--- src/rtl/fft_stage_sequencer.sv ---
// Input reorder/sequencer for one radix-2 FFT stage. It buffers the first half
// of each butterfly block and then emits (x[n], x[n+STRIDE]) pairs, each with its
// twiddle address, to the butterfly datapath.
module fft_stage_sequencer #(
  parameter int unsigned DATA_WIDTH = 16,
  parameter int unsigned FFT_SIZE   = 16,
  parameter int unsigned STAGE      = 0,
  localparam int unsigned LOG2N     = $clog2(FFT_SIZE),
  localparam int unsigned TW_WIDTH  = (LOG2N > 1) ? LOG2N - 1 : 1
) (
  input  logic                  clkIn,
  input  logic                  rstIn,
  input  logic                  enIn,
  input  logic                  validIn,
  input  logic [DATA_WIDTH-1:0] dataIn,
  output logic                  readyOut,
  output logic                  bfValidOut,
  output logic [DATA_WIDTH-1:0] bfDataOut,
  output logic [TW_WIDTH-1:0]   twAddrOut,
  output logic                  pairFirstOut,
  output logic                  frameLastOut
);

  localparam int unsigned STRIDE = FFT_SIZE >> (STAGE + 1);
  localparam int unsigned CNT_W  = (STRIDE > 1) ? $clog2(STRIDE) : 1;
  localparam int unsigned NBLK   = 1 << STAGE;
  localparam int unsigned BLK_W  = (STAGE > 0) ? STAGE : 1;
  localparam logic [CNT_W-1:0] CNT_LAST = CNT_W'(STRIDE - 1);
  localparam logic [BLK_W-1:0] BLK_LAST = BLK_W'(NBLK - 1);

  typedef enum logic [1:0] {StFill, StPairA, StPairB} state_e;

  state_e                  r_state, w_state_d;
  logic [CNT_W-1:0]        r_cnt, w_cnt_d;
  logic [BLK_W-1:0]        r_blk, w_blk_d;
  logic                    r_bf_valid, w_bf_valid_d;
  logic [DATA_WIDTH-1:0]   r_bf_data, w_bf_data_d;
  logic [TW_WIDTH-1:0]     r_tw_addr, w_tw_addr_d;
  logic                    r_pair_first, w_pair_first_d;
  logic                    r_frame_last, w_frame_last_d;
  logic [DATA_WIDTH-1:0]   r_buf [STRIDE];

  logic                    w_xfer;
  logic                    w_buf_we;
  logic [TW_WIDTH-1:0]     w_tw;

  assign readyOut = enIn && !rstIn && (r_state != StPairA);
  assign w_xfer   = enIn && validIn && readyOut;
  assign w_buf_we = w_xfer && (r_state == StFill);
  assign w_tw     = TW_WIDTH'(r_cnt) << STAGE;

  assign bfValidOut   = r_bf_valid;
  assign bfDataOut    = r_bf_data;
  assign twAddrOut    = r_tw_addr;
  assign pairFirstOut = r_pair_first;
  assign frameLastOut = r_frame_last;

  // First-half sample buffer; contents need no reset.
  always_ff @(posedge clkIn) begin
    if (w_buf_we) begin
      r_buf[r_cnt] <= dataIn;
    end
  end

  // State, counters and registered outputs; everything holds while enIn is low.
  always_ff @(posedge clkIn) begin
    if (rstIn) begin
      r_state      <= StFill;
      r_cnt        <= '0;
      r_blk        <= '0;
      r_bf_valid   <= 1'b0;
      r_bf_data    <= '0;
      r_tw_addr    <= '0;
      r_pair_first <= 1'b0;
      r_frame_last <= 1'b0;
    end else begin
      r_state      <= w_state_d;
      r_cnt        <= w_cnt_d;
      r_blk        <= w_blk_d;
      r_bf_valid   <= w_bf_valid_d;
      r_bf_data    <= w_bf_data_d;
      r_tw_addr    <= w_tw_addr_d;
      r_pair_first <= w_pair_first_d;
      r_frame_last <= w_frame_last_d;
    end
  end

  // Next-state and emission decode.
  always_comb begin
    w_state_d       = r_state;
    w_cnt_d         = r_cnt;
    w_blk_d         = r_blk;
    w_bf_valid_d    = r_bf_valid;
    w_bf_data_d     = r_bf_data;
    w_tw_addr_d     = r_tw_addr;
    w_pair_first_d  = r_pair_first;
    w_frame_last_d  = r_frame_last;
    if (enIn) begin
      // Pulse-type outputs drop on any enabled cycle without an emission.
      w_bf_valid_d   = 1'b0;
      w_pair_first_d = 1'b0;
      w_frame_last_d = 1'b0;
      unique case (r_state)
        StFill: begin
          if (w_xfer) begin
            if (r_cnt == CNT_LAST) begin
              w_state_d = StPairA;
              w_cnt_d   = '0;
            end else begin
              w_cnt_d = r_cnt + 1'b1;
            end
          end
        end
        StPairA: begin
          w_bf_valid_d   = 1'b1;
          w_bf_data_d    = r_buf[r_cnt];
          w_pair_first_d = 1'b1;
          w_tw_addr_d    = w_tw;
          w_state_d      = StPairB;
        end
        StPairB: begin
          if (w_xfer) begin
            w_bf_valid_d = 1'b1;
            w_bf_data_d  = dataIn;
            if (r_cnt == CNT_LAST) begin
              w_state_d      = StFill;
              w_cnt_d        = '0;
              w_frame_last_d = (r_blk == BLK_LAST);
              w_blk_d        = (r_blk == BLK_LAST) ? '0 : r_blk + 1'b1;
            end else begin
              w_state_d = StPairA;
              w_cnt_d   = r_cnt + 1'b1;
            end
          end
        end
        default: begin
          w_state_d = StFill;
        end
      endcase
    end
  end

endmodule

--- config.mk ---
export PLATFORM = sky130hd
export DESIGN_NAME = fft_stage_sequencer
export DESIGN_NICKNAME = d
export VERILOG_FILES = /design/src/rtl/fft_stage_sequencer.sv
export SDC_FILE = /design/constraint.sdc
export NUM_CORES = 1
export LEC_CHECK = 0
export CORE_UTILIZATION = 44
export CTS_BUF_LIST = sky130_fd_sc_hd__clkbuf_8
export CTS_CLUSTER_SIZE = 24
export DETAILED_ROUTE_END_ITERATION = 6
export SYNTH_ARGS = -nofsm -noshare
export SYNTH_HDL_FRONTEND = slang
export SYNTH_SLANG_ARGS = --single-unit
--- constraint.sdc ---
create_clock -name clkIn -period 4.15 [get_ports clkIn]
set_input_delay 0.83 -clock clkIn [delete_from_list [all_inputs] [get_ports clkIn]]
set_output_delay 0.83 -clock clkIn [all_outputs]
set_load 0.02 [all_outputs]
==> impl_metrics.json <==
{
  "synth_seq_area_share_pct": 71.25,
  "drt_iter0_drc": 226,
  "post_drt_wl_per_cell_um": 20.55,
  "route.vias.total": 3198,
  "period_minus_slack_ns": 3.274,
  "ys_warn_count": 0,
  "highest_layer": "met4",
  "synth_area_um2": 6237,
  "core_um2": 13880,
  "grt-ovfl-total": 0,
  "post-route-drc-count": 0,
  "gr-usage-all-layers_pct": 17.99,
  "clockBufferDepth": 2,
  "cp-end-kind": "output port",
  "required_ns": 3.32,
  "clkTransAtPathRegs_ns": 0.08,
  "dp.cells": 561,
  "netlist_instances": 342,
  "setup_tns_ns": 0,
  "port_buffers": 42,
  "fillers": 1142,
  "wl_met2_um": 5890,
  "die_area_um2": 14660,
  "rows": 43,
  "gp_congestion": 0.6978,
  "crit_type": "in2out",
  "leakagePower_nw": 2.283,
  "syn2layout_area_growth_pct": 17.31,
  "yosysTopAreaCell": "edfxtp_1",
  "insertion_delay_ns": 0.44,
  "n_antenna_cell": 0,
  "synthTopCellsByArea": "edfxtp_1 (62%), mux4_2 (12%), dfxtp_1 (9.6%)",
  "htree_levels": 4,
  "layout.nets": 427,
  "numCtsBuffers": 17,
  "start_util_pct": 44.93,
  "grt_antenna_before_repair": 0,
  "hold_class": "reg2reg",
  "dieWidth_um": 121.1,
  "slew_viol_final": 0,
  "ys_types": 29,
  "drtPass1Iterations": 4,
  "postCtsHoldBufs": 0,
  "ant_nets": 0,
  "hpwl_um": 7183,
  "final_layout_size_suffix_gt1_share_pct": 23.00,
  "whs_ns": 0.4683,
  "ys_seq_elements": 158,
  "post_cts_buffers": 0,
  "status": "complete, no violations",
  "worstMarginPinSlew_ns": 0.9775,
  "max_freq_ghz": 0.3055,
  "hold_viol": 0,
  "final-setup-viol-count": 0,
  "pin_count": 43,
  "wl_met3_um": 684,
  "drv_cap": 0,
  "finalCritPeriodShare_pct": 78.88,
  "cp.arrival_ns": 2.44,
  "peakVddDrop_mv": 0.2402,
  "vias_per_cell": 5.393,
  "wl_um": 12180,
  "cts.sinks": 158,
  "final_cells": 593,
  "synthDominantCellAreaShare_pct": 61.62,
  "crit_path_max_fanout": 9,
  "max-slew-margin-rel_pct": 34.83,
  "synth_nets": 369,
  "first_global_vias": 3190,
  "fin_skew_ns": 0.004971,
  "cts_root_buffer": "clkbuf_8",
  "grt_max_degree": 33,
  "syn_area_per_cell_um2": 18.24,
  "wirelength_met1_um": 5501,
  "cellPowerDensity_nw_per_um2": 454.1,
  "cts_resized": 0,
  "grt_pass1_wl_um": 18600,
  "rsz0062_at_grt": "no",
  "cts_tree": "done",
  "crit_path_start_kind": "input pin",
  "die_h_um": 121.1
}
-- registers in the layout, summed over array words and instances, names as in the netlist, named ones only --
name / flops
twAddrOut: 3
r_state: 2
pairFirstOut: 1
r_cnt: 3
bfValidOut: 1
bfDataOut: 16
frameLastOut: 1
r_buf: 128
-- logic make-up after synthesis --
kind of cell / Yosys count / share of synthesized area, %
buf+inv: 25 / 1.946
fa+ha+maj: 7 / 1.404
mux: 53 / 14.94
compound gates: 27 / 4.333
flops: 158 / 71.25
simple gates: 72 / 6.118
-- cell usage in the layout, fill, tap and decap left out, types with 5 or more instances in the layout --
cell and n:
a21oi_1 6, buf_4 18, clkbuf_8 17, clkdlybuf4s50_1 42, clkinv_2 7, dfxtp_1 29
edfxtp_1 128, ha_1 7, inv_1 5, mux2i_1 20, mux4_2 32, nand2_1 23
nand3_1 5, nand3b_1 17, nor2_1 14, o221ai_1 6, o221ai_2 10
-- Yosys cell counts, drive strengths merged --
library cell	n
a21boi	1
a21o	1
a21oi	7
a32oi	1
and3b	1
and4bb	1
buf	8
clkbuf	13
dfxtp	30
edfxtp	128
ha	7
inv	4
mux2	1
mux2i	20
mux4	32
nand2	23
nand2b	4
nand3	5
nand3b	17
nor2	14
nor2b	3
nor3	3
o21ai	1
o221ai	16
or3	1
-- critical path: stages --
cell and delay, ns:
clkdlybuf4s50_1 0.62, inv_1 0.14, nor3_1 0.21, clkdlybuf4s50_1 0.64
-- worst paths after layout --
kind / start / end / slack, ns / cells after the start
hold / removal: bfValidOut$_SDFFE_PP0P_ / bfValidOut$_SDFFE_PP0P_ / 0.47 / 2
setup reg to reg: r_state[1]$_SDFFE_PP0P_ / bfDataOut[7]$_SDFFE_PP0P_ / 1.71 / 6
setup / recovery: enIn / readyOut / 0.88 / 4
hold reg to reg: bfValidOut$_SDFFE_PP0P_ / bfValidOut$_SDFFE_PP0P_ / 0.47 / 2
-- metal layers --
metal  track usage, %  up-vias
li1                 -     1475
met1            25.20     1640
met2            27.36       73
met3            5.357       10
met4            4.861        0
met5                0        -
-- cell type report --
| cell class | count | area (um^2) | area share (%) |
|---|---|---|---|
| Timing Repair Buffer | 60 | 555.5 | 7.592 |
| Inverter | 4 | 15.01 | 0.2052 |
| Sequential cell | 158 | 4446 | 60.76 |
| Clock buffer | 17 | 234.0 | 3.198 |
| Tap cell | 180 | 225.2 | 3.078 |
| Multi-Input combinational cell | 159 | 1689 | 23.08 |
| Clock inverter | 15 | 152.6 | 2.086 |
-- per-stage QoR --
| stage | area [um^2] | setup WS (ns) | power, mW | utilization (%) |
|---|---|---|---|---|
| after global routing | 7317 | 0.7898 | 3.450 | 52.71 |
| after detailed placement | 6930 | 0.9060 | 2.257 | 49.93 |
| final | 7317 | 0.8764 | 3.322 | 52.71 |
| after floorplan | 6237 | 1.194 | 2.116 | - |
| after CTS | 7317 | 0.8850 | 3.366 | 52.71 |
| after global placement | 6930 | 0.9167 | 2.250 | 49.93 |
-- power breakdown --
part	total, mW	leakage [nW]	switching (mW)	internal [mW]
clock network	1.11	0.205	0.526	0.581
registers	1.81	1.40	0.0450	1.76
logic	0.407	0.682	0.215	0.192
No activity file was read; power rests on OpenSTA's default activity.
==> variant: new RTL, same settings <==
Reset style: asynchronous (`rstIn`), changed in one clocked block.
--- a/src/rtl/fft_stage_sequencer.sv
+++ b/src/rtl/fft_stage_sequencer.sv
@@ -65,3 +65,3 @@
   // State, counters and registered outputs; everything holds while enIn is low.
-  always_ff @(posedge clkIn) begin
+  always_ff @(posedge clkIn or posedge rstIn) begin
     if (rstIn) begin
Check against the original RTL: differs if rstIn is asserted again (counterexample within 10 cycles, from zero or initial values and one cycle with rstIn high); with rstIn held inactive, the same outputs for 10 cycles.
==> variant against the unedited design <==
  * Sequential cell count decreased by 3
  * Cell area up 0.48%
  * Maximum frequency decreased by 1.2%
  * Utilization shrank 0.16 points
  * Area after synthesis increased by 1.7%
  * Worst setup slack got worse by 0.039 ns
  * Wire length rose by 14%
  * Largest cell class unchanged
Power is not compared: it rests on default switching activity, and its combinational part moved more than twofold at a synthesized area within 25%.
==> variant: results <==
metrics = {
    "worst_setup_path": {
        "rr_endpoint": "bfDataOut[13]",
        "critPathMaxFanout": 12,
        "reg2reg_depth": 5,
        "critical_path.startpoint": "enIn",
        "r2r_slack_ns": 1.37,
        "worstReg2RegStart": "r_cnt[0]",
        "crit_end": "readyOut",
        "arrival_ns": 2.48,
    },
    "synthesis": {
        "synth_common_cells": "edfxtp_1 (128), mux2i_1 (64), nor2_1 (41)",
        "synth_ff_type": "edfxtp_1",
        "ys_types": 30,
        "synth-async-reset-ratio_pct": 17.4,
        "seq_area_frac_synth_pct": 71.2,
        "synth_edf_count": 128,
        "yosys-top-cells-area": "edfxtp_1 (61%), dfrtp_1 (11%), mux2i_1 (10%)",
        "yosys_warnings": 0,
        "syn-num-nets": 424,
    },
    "clock_tree": {
        "cts.htree.levels": 4,
        "cts-root-buf": "clkbuf_8",
        "cts_buffers": 17,
        "clk-insertion-delay-late_ns": 0.44,
        "clk_path_buf_depth": 2,
        "clk_pin_slew_ns": 0.08,
        "cts_resized": 0,
    },
    "routing": {
        "vias_per_cell": 5.51,
        "drtIter0Drc": 304,
        "drt_first_pass_iters": 5,
        "wl_per_cell_um": 21.6,
    },
    "grt": {
        "grt_pass1_vias": 3518,
        "grt_usage_pct": 20.5,
        "grt_max_degree": 57,
        "grt_pass1_wl_um": 21100,
    },
    "run_status": {
        "status": "finished, final reports clean",
    },
    "power": {
        "irDropWorstVdd_mv": 0.255,
        "p_leak_uw": 0.00279,
    },
    "place": {
        "dp_slack_ns": 0.838,
        "dpl_cell_area_um2": 6940,
        "gp_congestion": 0.781,
        "dpl.hpwl_um": 8950,
    },
    "timing": {
        "skew_ns": 0.0115,
        "fmax_mhz": 302,
        "worst_pin_slew_ns": 0.932,
    },
    "cells_and_area": {
        "diodes": 0,
        "top_register": "r_buf",
        "drive_gt1_share_pct": 11.3,
        "nets": 476,
        "largest_reg_flops": 128,
    },
    "hold_path": {
        "hold_class": "flop to flop",
    },
}
## variant: cell types whose count changed in the layout (fill, tap and decap cells not counted), moves of 19 or more
cell | unedited run | this run
mux2i_1 | 20 | 64
mux4_2 | 32 | 0
dfxtp_1 | 29 | 0
nor2_1 | 14 | 41
dfrtp_1 | 0 | 26
nand2_1 | 23 | 4
## variant: power breakdown
| group | internal (µW) | switching [µW] |
|---|---|---|
| sequential | 1830 | 225 |
| clock | 644 | 533 |
| combinational | 721 | 758 |
| total | 3190 | 1520 |
## variant: worst min path at each step
stage                 startpoint           end  slack (ns)  depth (start not counted)
floorplan             r_state[1]    r_state[1]        0.53                          1
global placement    twAddrOut[1]  twAddrOut[1]        0.48                          2
detailed placement  twAddrOut[1]  twAddrOut[1]        0.48                          2
CTS                 twAddrOut[1]  twAddrOut[1]        0.50                          2
global route        bfDataOut[5]  bfDataOut[5]        0.53                          1
finish              twAddrOut[1]  twAddrOut[1]        0.50                          2
## variant: area by class of cell
class	instances	area (µm²)
Clock buffer	17	234
Tap cell	180	225
Multi-Input combinational cell	210	1620
Clock inverter	15	183
Timing Repair Buffer	57	533
Fill cell	1150	6640
Inverter	8	30.0
Sequential cell	155	4520
## variant: logic make-up (layout without fill, tap and decap cells)
| kind of cell | after synthesis | after routing | share of synthesized area [%] |
|---|---|---|---|
| simple gates | 74 | 74 | 6.05 |
| buf+inv | 32 | 97 | 3.18 |
| flops | 155 | 155 | 71.2 |
| fa+ha+maj | 7 | 7 | 1.38 |
| mux | 70 | 70 | 11.2 |
| compound gates | 59 | 59 | 7.00 |
## variant: critical path, cell delays in order
cell             delay (ns)
clkdlybuf4s50_1        0.78
nor3b_1                0.25
clkdlybuf4s50_1        0.63
## variant: layer usage
metal	vias to the layer above	wire length, µm	global-route usage [%]
met5	-	0	0
met4	0	232	8.69
met3	17	656	4.31
met2	115	6240	29.6
met1	1769	6770	29.9
li1	1638	-	-
## variant: stage by stage
stage | total power [µW] | util [%] | cells
floorplan | 3120 | - | 397
global placement | 3540 | 49.6 | 610
detailed placement | 3560 | 49.6 | 610
CTS | 4740 | 52.6 | 642
global route | 4940 | 52.6 | 642
finish | 4710 | 52.6 | 642
